<file path="config.mk">
export PLATFORM = sky130hd
export DESIGN_NAME = regfile
export DESIGN_NICKNAME = d
export VERILOG_FILES = /design/src/rtl/regfile.sv
export SDC_FILE = /design/constraint.sdc
export NUM_CORES = 1
export LEC_CHECK = 0
export ABC_AREA = 0
export BUFFER_PORTS_ARGS = -buffer_cell sky130_fd_sc_hd__buf_4
export CORE_MARGIN = 8
export CORE_UTILIZATION = 55
export CTS_BUF_LIST = sky130_fd_sc_hd__clkbuf_4
export DETAILED_ROUTE_END_ITERATION = 8
export PLACE_DENSITY = 0.81
export SYNTH_ARGS = -nofsm -noshare
export SYNTH_HDL_FRONTEND = slang
export SYNTH_SLANG_ARGS = --single-unit
</file>
<file path="constraint.sdc">
create_clock -name clk -period 4.3 [get_ports clk]
set_clock_uncertainty 0.1 [all_clocks]
set_input_delay 0.86 -clock clk [delete_from_list [all_inputs] [get_ports clk]]
set_output_delay 0.86 -clock clk [all_outputs]
set_load 0.05 [all_outputs]
</file>
<file path="src/rtl/regfile.sv">
// regfile: 2**ADDR_WIDTH x DATA_WIDTH register file, two combinational read ports, one synchronous write port
// Ports: clk/rst (sync, active-high, clears all registers); raddr_a/rdata_a and raddr_b/rdata_b read ports;
//        we/waddr/wdata write port (no write-through; new data visible after the edge).
module regfile #(
  parameter int DATA_WIDTH = 16,
  parameter int ADDR_WIDTH = 3
) (
  input  logic                  clk,
  input  logic                  rst,
  input  logic [ADDR_WIDTH-1:0] raddr_a,
  output logic [DATA_WIDTH-1:0] rdata_a,
  input  logic [ADDR_WIDTH-1:0] raddr_b,
  output logic [DATA_WIDTH-1:0] rdata_b,
  input  logic                  we,
  input  logic [ADDR_WIDTH-1:0] waddr,
  input  logic [DATA_WIDTH-1:0] wdata
);
  localparam int N = 2 ** ADDR_WIDTH;
  logic [DATA_WIDTH-1:0] regs_q [N];
  logic [DATA_WIDTH-1:0] regs_d [N];
  always_comb begin
    for (int i = 0; i < N; i++)
      regs_d[i] = rst ? '0 : (we && waddr == ADDR_WIDTH'(i)) ? wdata : regs_q[i];
  end
  always_ff @(posedge clk) regs_q <= regs_d;
  assign rdata_a = regs_q[raddr_a];
  assign rdata_b = regs_q[raddr_b];
endmodule

</file>
==> results of run 1 <==
-- power groups by stage --
stage	combinational [mW]	clock, mW	sequential [mW]
2_1_floorplan	0.224	0	1.25
3_3_place_gp	0.260	0	1.25
3_5_place_dp	0.267	0	1.25
4_1_cts	0.268	0.773	1.23
5_1_grt	0.286	0.826	1.23
6_report	0.271	0.769	1.23
-- through the flow --
step           util, %  setup slack (ps)
2_1_floorplan        -              1320
3_3_place_gp      56.1               914
3_5_place_dp      56.1               880
4_1_cts           58.1               887
5_1_grt           58.1               827
6_report          58.1               871
-- kinds of logic after synthesis --
| family | after synthesis |
|---|---|
| muxes | 96 |
| buffers and inverters | 81 |
| AOI/OAI and AO/OA | 128 |
| and+or+nand+nor | 272 |
| DFF | 128 |
-- layer usage --
metal / GRT usage, % / routed length (µm) / vias up
met4: 8.04 / 387 / 0
li1: - / - / 2487
met2: 38.6 / 9110 / 360
met3: 8.53 / 2240 / 40
met5: 0 / 0 / -
met1: 28.0 / 7090 / 2680
-- synthesized netlist by cell type --
master / n / area [µm²]
nand2_1: 256 / 961
nor4b_4: 1 / 23.8
buf_4: 26 / 195
or4b_1: 1 / 10.0
clkbuf_8: 4 / 55.1
mux4_2: 19 / 428
and4b_1: 3 / 30.0
mux4_1: 45 / 1180
and4_1: 1 / 8.76
nand4b_1: 3 / 26.3
buf_6: 8 / 90.1
clkbuf_2: 8 / 40.0
buf_12: 4 / 80.1
clkbuf_1: 23 / 86.3
a21oi_1: 128 / 641
mux2_2: 32 / 360
nand4_1: 1 / 6.26
dfxtp_1: 128 / 2560
and4bb_2: 3 / 37.5
nand4bb_1: 3 / 33.8
buf_2: 7 / 35.0
buf_1: 1 / 3.75
-- cell type report --
type	count	area [µm²]	share of cell area, %
tap	172	215	2.98
sequential	128	2560	35.5
clock buffer	20	150	2.08
clock inverter	10	96.3	1.34
multi-input combinational	496	3750	52.0
timing repair buffer	59	443	6.14
-- worst max-delay path by stage --
stage	endpoint	slack (ps)	cells after the start
global placement	rdata_b[13]	910	4
CTS	rdata_a[8]	890	4
finish	rdata_b[5]	870	4
detailed placement	rdata_a[8]	880	4
floorplan	rdata_a[11]	1320	4
global route	rdata_a[8]	830	4
-- worst max-delay path, delay by kind of cell --
family | cells | cell delay [ps]
muxes | 2 | 940
buffers and inverters | 2 | 650
==> reports/results.tsv, run 1 <==
metric	value	unit
status	complete, no violations	
reg2reg_depth	2	
grt_pass1_wl	29500	µm
r2r_end	regs_q[90]$_SDFFE_PP0P_	
place.gp.congestion	0.783	
path_class	in2out	
synth_compound_area_share	9.29	%
cp_max_fo	32	
postCtsResizedCells	0	
rsz0062_at_grt	no	
setup_violations	0	
yosys.area_share.simple	16.5	%
n_fill_cell	1058	
min_from	regs_q[67]$_SDFFE_PP0P_	
rows	41	
n_antenna_cell	0	
io_buffers	59	
synth_top_family_by_area	multiplexers	
drt-wirelength-per-cell	21.3	µm
synthCells	705	
r2r-start	regs_q[90]$_SDFFE_PP0P_	
period_needed	3430	ps
p_per_area	314	nW/µm²
design_area	7220	µm²
top_regs	regs_q (128)	
io_pins	60	
numCtsBuffers	17	
path_common_cell	buf_4	
slew_headroom	14.3	%
min_path_cells	2	
drt_wl_total	18800	µm
largest_reg_flops	128	
synth_xor_xnor_area_share	0	%
largest_register	regs_q	
dieArea	16400	µm²
layout.cells.most_common_list	256 x nand2_1, 128 x a21oi_1, 128 x dfxtp_1	
die_x	128	µm
synthMuxAreaShare	28.6	%
viasPerCell	6.29	
synth-seq-area-share	37.2	%
cp-end-kind	output port	
syn_to_final_growth	4.63	%
htreeDepth	4	
p_switching	0.611	mW
cts-root-buf	clkbuf_4	
internal_power	1.66	mW
drc	0	
hold_end	regs_q[67]$_SDFFE_PP0P_	
swShare	26.9	%
grt-ovfl-total	0	
slew_violations	0	
drv_cap	0	
dpl_cell_area	6970	µm²
syn_area	6900	µm²
path_clk_slew	110	ps
startpoint	raddr_b[0]	
dr.pass1.iters	5	
max_stage_delay	630	ps
yosys_warnings	0	
start_util	55.6	%
ys_ff_latch	128	
pwr-share-comb	12.0	%
vdd_drop_max	0.197	mV
p_leak	2.75	nW
postCtsSetupRepairBufs	0	
slowest_stage	mux4_1	
whs	372	ps
hp-class	reg2reg	
maxClockFrequency	292	MHz
total_power	2.27	mW
path_cells	buf_4 > mux4_1 > mux2_2 > buf_4	
tightest_slew	1290	ps
clk_latency	540	ps
cp.arrival	2470	ps
antenna_found_initial	0	
nets	730	
r2r_slack	3450	ps
pwr-share-clk	33.9	%
required	3340	ps
cts.sink_count	128	
synth_cell_type_count	22	
period_share	79.8	%
cts_hold_buf	0	
cts_tree	yes	
grt_use_total	23.5	%
final_common_cell	nand2_1	
avgSynthCellArea	9.78	µm²
grt_max_degree	129	
fp.dieH	128	µm
drt_iter0_markers	796	
synthAdderAreaFrac	0	%
cp-start-kind	input pin	
dp_cells	855	
stdcell_count	885	
core-area	12400	µm²
postRouteAntennaNets	0	
seq_power_share	54.1	%
grt_pass1_vias	5536	
hold_viol	0	
drive_gt1_share	19.8	%
clock_tree.buffer_depth	2	
hpwl	11400	µm
setup_tns	0	ps
synthesis.nets	733	
vias	5567	
No activity file was read; power rests on OpenSTA's default activity.
==> run 2: changes to the inputs <==
==> constraint.sdc (replaced) <==
create_clock -name clk -period 3.4 [get_ports clk]
set_clock_uncertainty 0.1 [all_clocks]
set_input_delay 0.68 -clock clk [delete_from_list [all_inputs] [get_ports clk]]
set_output_delay 0.68 -clock clk [all_outputs]
set_load 0.05 [all_outputs]
==> reports/results.tsv, run 2 (synthesized netlist as in run 1, its figures left out) <==
metric	value	unit	change
slew_headroom	36.8	%	+23 points
largest_register	regs_q		
clock_tree.buffer_depth	2		unchanged
period_needed	3050	ps	
layout.cells.most_common_list	256 x nand2_1, 128 x a21oi_1, 128 x dfxtp_1		
path_class	in2out		
vias	5874		+5.5%
maxClockFrequency	328	MHz	
cts_hold_buf	0		unchanged
hpwl	12700	µm	+12%
postCtsResizedCells	0		unchanged
cp-end-kind	output port		
hold_viol	0		unchanged
cts.sink_count	128		unchanged
tightest_slew	948	ps	-338 ps
setup_violations	0		unchanged
fp.dieH	128	µm	unchanged
status	complete, no violations		
postRouteAntennaNets	0		unchanged
cts_tree	yes		
hp-class	in2reg		
die_x	128	µm	unchanged
period_share	89.8	%	
rows	41		unchanged
antenna_found_initial	1		+1
drt_iter0_markers	821		+3.1%
numCtsBuffers	17		unchanged
nets	748		+2.5%
cp_max_fo	28		-13%
rsz0062_at_grt	no		
fin_util	59.4	%	+1.2 points
setup_tns	0	ps	unchanged
cp-start-kind	input pin		
clk_latency	540	ps	about the same
start_util	55.6	%	unchanged
grt_pass1_wl	30800	µm	+4.4%
largest_reg_flops	128		unchanged
dieArea	16400	µm²	unchanged
top_regs	regs_q (128)		
htreeDepth	4		unchanged
cts-root-buf	clkbuf_4		
p_leak	2.82	nW	+2.7%
drt_wl_total	20000	µm	+6.3%
place.gp.congestion	0.850		+8.5%
path_clk_slew	110	ps	about the same
postCtsSetupRepairBufs	0		unchanged
grt-ovfl-total	0		unchanged
grt_use_total	24.7	%	+1.1 points
core-area	12400	µm²	unchanged
p_per_area	377	nW/µm²	+20%
cp.arrival	2270	ps	-200 ps
io_buffers	59		unchanged
drv_cap	0		unchanged
slew_violations	0		unchanged
io_pins	60		unchanged
syn_to_final_growth	6.84	%	
dr.pass1.iters	6		+1
viasPerCell	6.46		+2.7%
drc	0		unchanged
drive_gt1_share	21.7	%	+1.9 points
grt_max_degree	70		-46%
final_common_cell	nand2_1		
required	2620	ps	-720 ps
grt_pass1_vias	5664		+2.3%
drt-wirelength-per-cell	22.0	µm	+3.5%
vdd_drop_max	0.270	mV	+37%
run 2: cell types whose count changed in the layout (fill, tap and decap cells not counted), sizes merged:
cell and delta:
diode +4, bufinv -2, clkbuf +3, clkinv -1
clkinvlp +2, buf +18
run 2: through the flow:
step	area, µm²	hold slack, ps	std cells	setup slack, ps	total power [mW]
5_1_grt	7370	292	909	330	2.88
6_report	7370	321	909	347	2.78
4_1_cts	7360	293	905	366	2.77
3_3_place_gp	7140	346	873	445	1.93
3_5_place_dp	7140	357	873	370	1.95
2_1_floorplan	6900	340	705	775	1.86
run 2: cell type report:
type,instances,area [µm²]
timing repair buffer,77,616
tap,172,215
clock inverter,9,43.8
clock buffer,23,173
antenna,4,10.0
fill,1035,5050
multi-input combinational,496,3750
sequential,128,2560
run 2: final timing paths:
| check | cells past startpoint | to | slack (ps) | from |
|---|---|---|---|---|
| max | 4 | rdata_b[10] | 350 | raddr_b[2] |
| min | 3 | regs_q[87]$_SDFFE_PP0P_ | 320 | wdata[7] |
| max reg2reg | 2 | regs_q[1]$_SDFFE_PP0P_ | 2550 | regs_q[1]$_SDFFE_PP0P_ |
| min reg2reg | 2 | regs_q[115]$_SDFFE_PP0P_ | 370 | regs_q[115]$_SDFFE_PP0P_ |
run 2: routing by layer:
layer  GRT usage, %  up-vias  share of wire [%]
met5              0        -                  0
met4           9.79        0                3.0
met3           8.28       79                 12
met2           40.7      447                 49
met1           29.0     2816                 36
li1               -     2532                  -
run 2: power by group:
part           internal [mW]  total (mW)  switching, mW
registers               1.53        1.55         0.0243
logic                  0.141       0.364          0.224
clock network          0.322       0.862          0.540
total                   1.99        2.78          0.788
run 2: critical path, stage by stage:
cell and delay (ps):
buf_4 410, mux4_1 670, mux2_2 300, buf_4 190
==> run 3: changes to the inputs <==
--- a/config.mk
+++ b/config.mk
@@ -11,7 +11,7 @@
 export CORE_UTILIZATION = 55
 export CTS_BUF_LIST = sky130_fd_sc_hd__clkbuf_4
 export DETAILED_ROUTE_END_ITERATION = 8
-export PLACE_DENSITY = 0.81
+export PLACE_DENSITY = 0.83
 export SYNTH_ARGS = -nofsm -noshare
 export SYNTH_HDL_FRONTEND = slang
 export SYNTH_SLANG_ARGS = --single-unit
==> reports/results.tsv, run 3 (synthesized netlist as in run 1, its figures left out) <==
metric	value	unit	change
reg2reg_depth	2		unchanged
hold_viol	0		unchanged
n_antenna_cell	0		-4
r2r_end	regs_q[83]$_SDFFE_PP0P_		
stdcell_count	901		-0.88%
viasPerCell	6.39		-1.2%
final_common_cell	nand2_1		
io_pins	60		unchanged
grt_pass1_vias	5874		+3.7%
cp_num_cells	4		unchanged
drc	0		unchanged
drt_wl_total	19500	µm	-2.5%
postCtsSetupRepairBufs	0		unchanged
vdd_drop_max	0.200	mV	-26%
path_cells	buf_4 > mux4_1 > mux2_2 > buf_4		
slew_headroom	13.1	%	-24 points
hold_end	regs_q[50]$_SDFFE_PP0P_		
cts-root-buf	clkbuf_4		
hp-class	in2reg		
drv_cap	0		unchanged
numCtsBuffers	17		unchanged
cts.sink_count	128		unchanged
p_leak	2.84	nW	+0.68%
place.gp.congestion	0.785		-7.6%
nets	745		-0.40%
rows	41		unchanged
dr.pass1.iters	6		unchanged
tightest_slew	1300	ps	+356 ps
postRouteAntennaNets	0		unchanged
cp-start-kind	input pin		
dieArea	16400	µm²	unchanged
p_per_area	404	nW/µm²	+6.9%
r2r_slack	2530	ps	-20 ps
max_stage_delay	670	ps	about the same
drt-wirelength-per-cell	21.7	µm	-1.6%
status	complete, no violations		
hpwl	12000	µm	-5.8%
grt_pass1_wl	30500	µm	-0.74%
core-area	12400	µm²	unchanged
cp-end-kind	output port		
clk_latency	550	ps	about the same
setup_tns	0	ps	unchanged
cp_max_fo	29		+3.6%
dp_cells	870		-0.34%
slowest_stage	mux4_1		
largest_register	regs_q		
drt_iter0_markers	783		-4.6%
min_from	wdata[2]		
period_share	89.6	%	-0.18 points
maxClockFrequency	328	MHz	+0.20%
period_needed	3050	ps	-5.97 ps
antenna_found_initial	0		-1
slew_violations	0		unchanged
cp_num_buf_inv	2		unchanged
r2r-start	regs_q[83]$_SDFFE_PP0P_		
cp.arrival	2270	ps	about the same
grt_max_degree	129		+84%
start_util	55.6	%	unchanged
n_fill_cell	1038		+0.29%
cts_tree	yes		
htreeDepth	4		unchanged
path_class	in2out		
die_x	128	µm	unchanged
required	2620	ps	about the same
rsz0062_at_grt	no		
drive_gt1_share	21.5	%	-0.16 points
cts_hold_buf	0		unchanged
top_regs	regs_q (128)		
path_clk_slew	110	ps	about the same
postCtsResizedCells	0		unchanged
path_common_cell	buf_4		
setup_violations	0		unchanged
min_path_cells	3		unchanged
vias	5754		-2.0%
io_buffers	59		unchanged
clock_tree.buffer_depth	2		unchanged
critPathTopFamily	multiplexers		
layout.cells.most_common_list	256 x nand2_1, 128 x a21oi_1, 128 x dfxtp_1		
grt_use_total	24.3	%	-0.35 points
syn_to_final_growth	7.13	%	
largest_reg_flops	128		unchanged
grt-ovfl-total	0		unchanged
fp.dieH	128	µm	unchanged
run 3: final cells by class:
| class | instances | area [µm²] | share of cell area, % |
|---|---|---|---|
| sequential | 128 | 2560 | 34.7 |
| clock inverter | 9 | 116 | 1.57 |
| multi-input combinational | 496 | 3750 | 50.7 |
| timing repair buffer | 74 | 581 | 7.86 |
| clock buffer | 22 | 165 | 2.24 |
| tap | 172 | 215 | 2.91 |
run 3: worst max-delay path by stage:
stage,from,endpoint,slack [ps]
6_report,raddr_b[2],rdata_b[9],350
5_1_grt,raddr_b[2],rdata_b[9],290
4_1_cts,raddr_b[2],rdata_b[9],350
3_5_place_dp,raddr_b[2],rdata_b[9],350
3_3_place_gp,raddr_b[2],rdata_b[9],390
2_1_floorplan,raddr_a[0],rdata_a[11],780
run 3: power breakdown:
group          switching (mW)  leakage, nW  internal, mW
Clock                   0.534        0.160         0.536
Combinational           0.221         1.65         0.137
Sequential             0.0236         1.04          1.53
run 3: per-layer routing:
metal  global-route usage [%]  part of all wire, %  vias up  wire length [µm]
met5                        0                    0        -                 0
met4                     13.4                  3.4        0               661
met3                     5.91                  9.8       69              1910
met2                     40.0                   49      360              9490
met1                     28.7                   38     2814              7460
li1                         -                    -     2511                 -
run 3: worst reg2reg max path, stage by stage, from the launching register on:
cell     delay (ps)
dfxtp_1         390
nand2_1          80
a21oi_1         200
run 3: stage by stage:
stage          hold slack [ps]  instance area (µm²)  util (%)  total power [mW]  setup slack (ps)
2_1_floorplan              340                 6900         -              1.86               775
3_3_place_gp               347                 7110      57.2              1.93               393
3_5_place_dp               359                 7110      57.2              1.94               349
4_1_cts                    293                 7390      59.5              2.98               348
5_1_grt                    291                 7390      59.5              3.08               295
6_report                   306                 7390      59.5              2.98               353
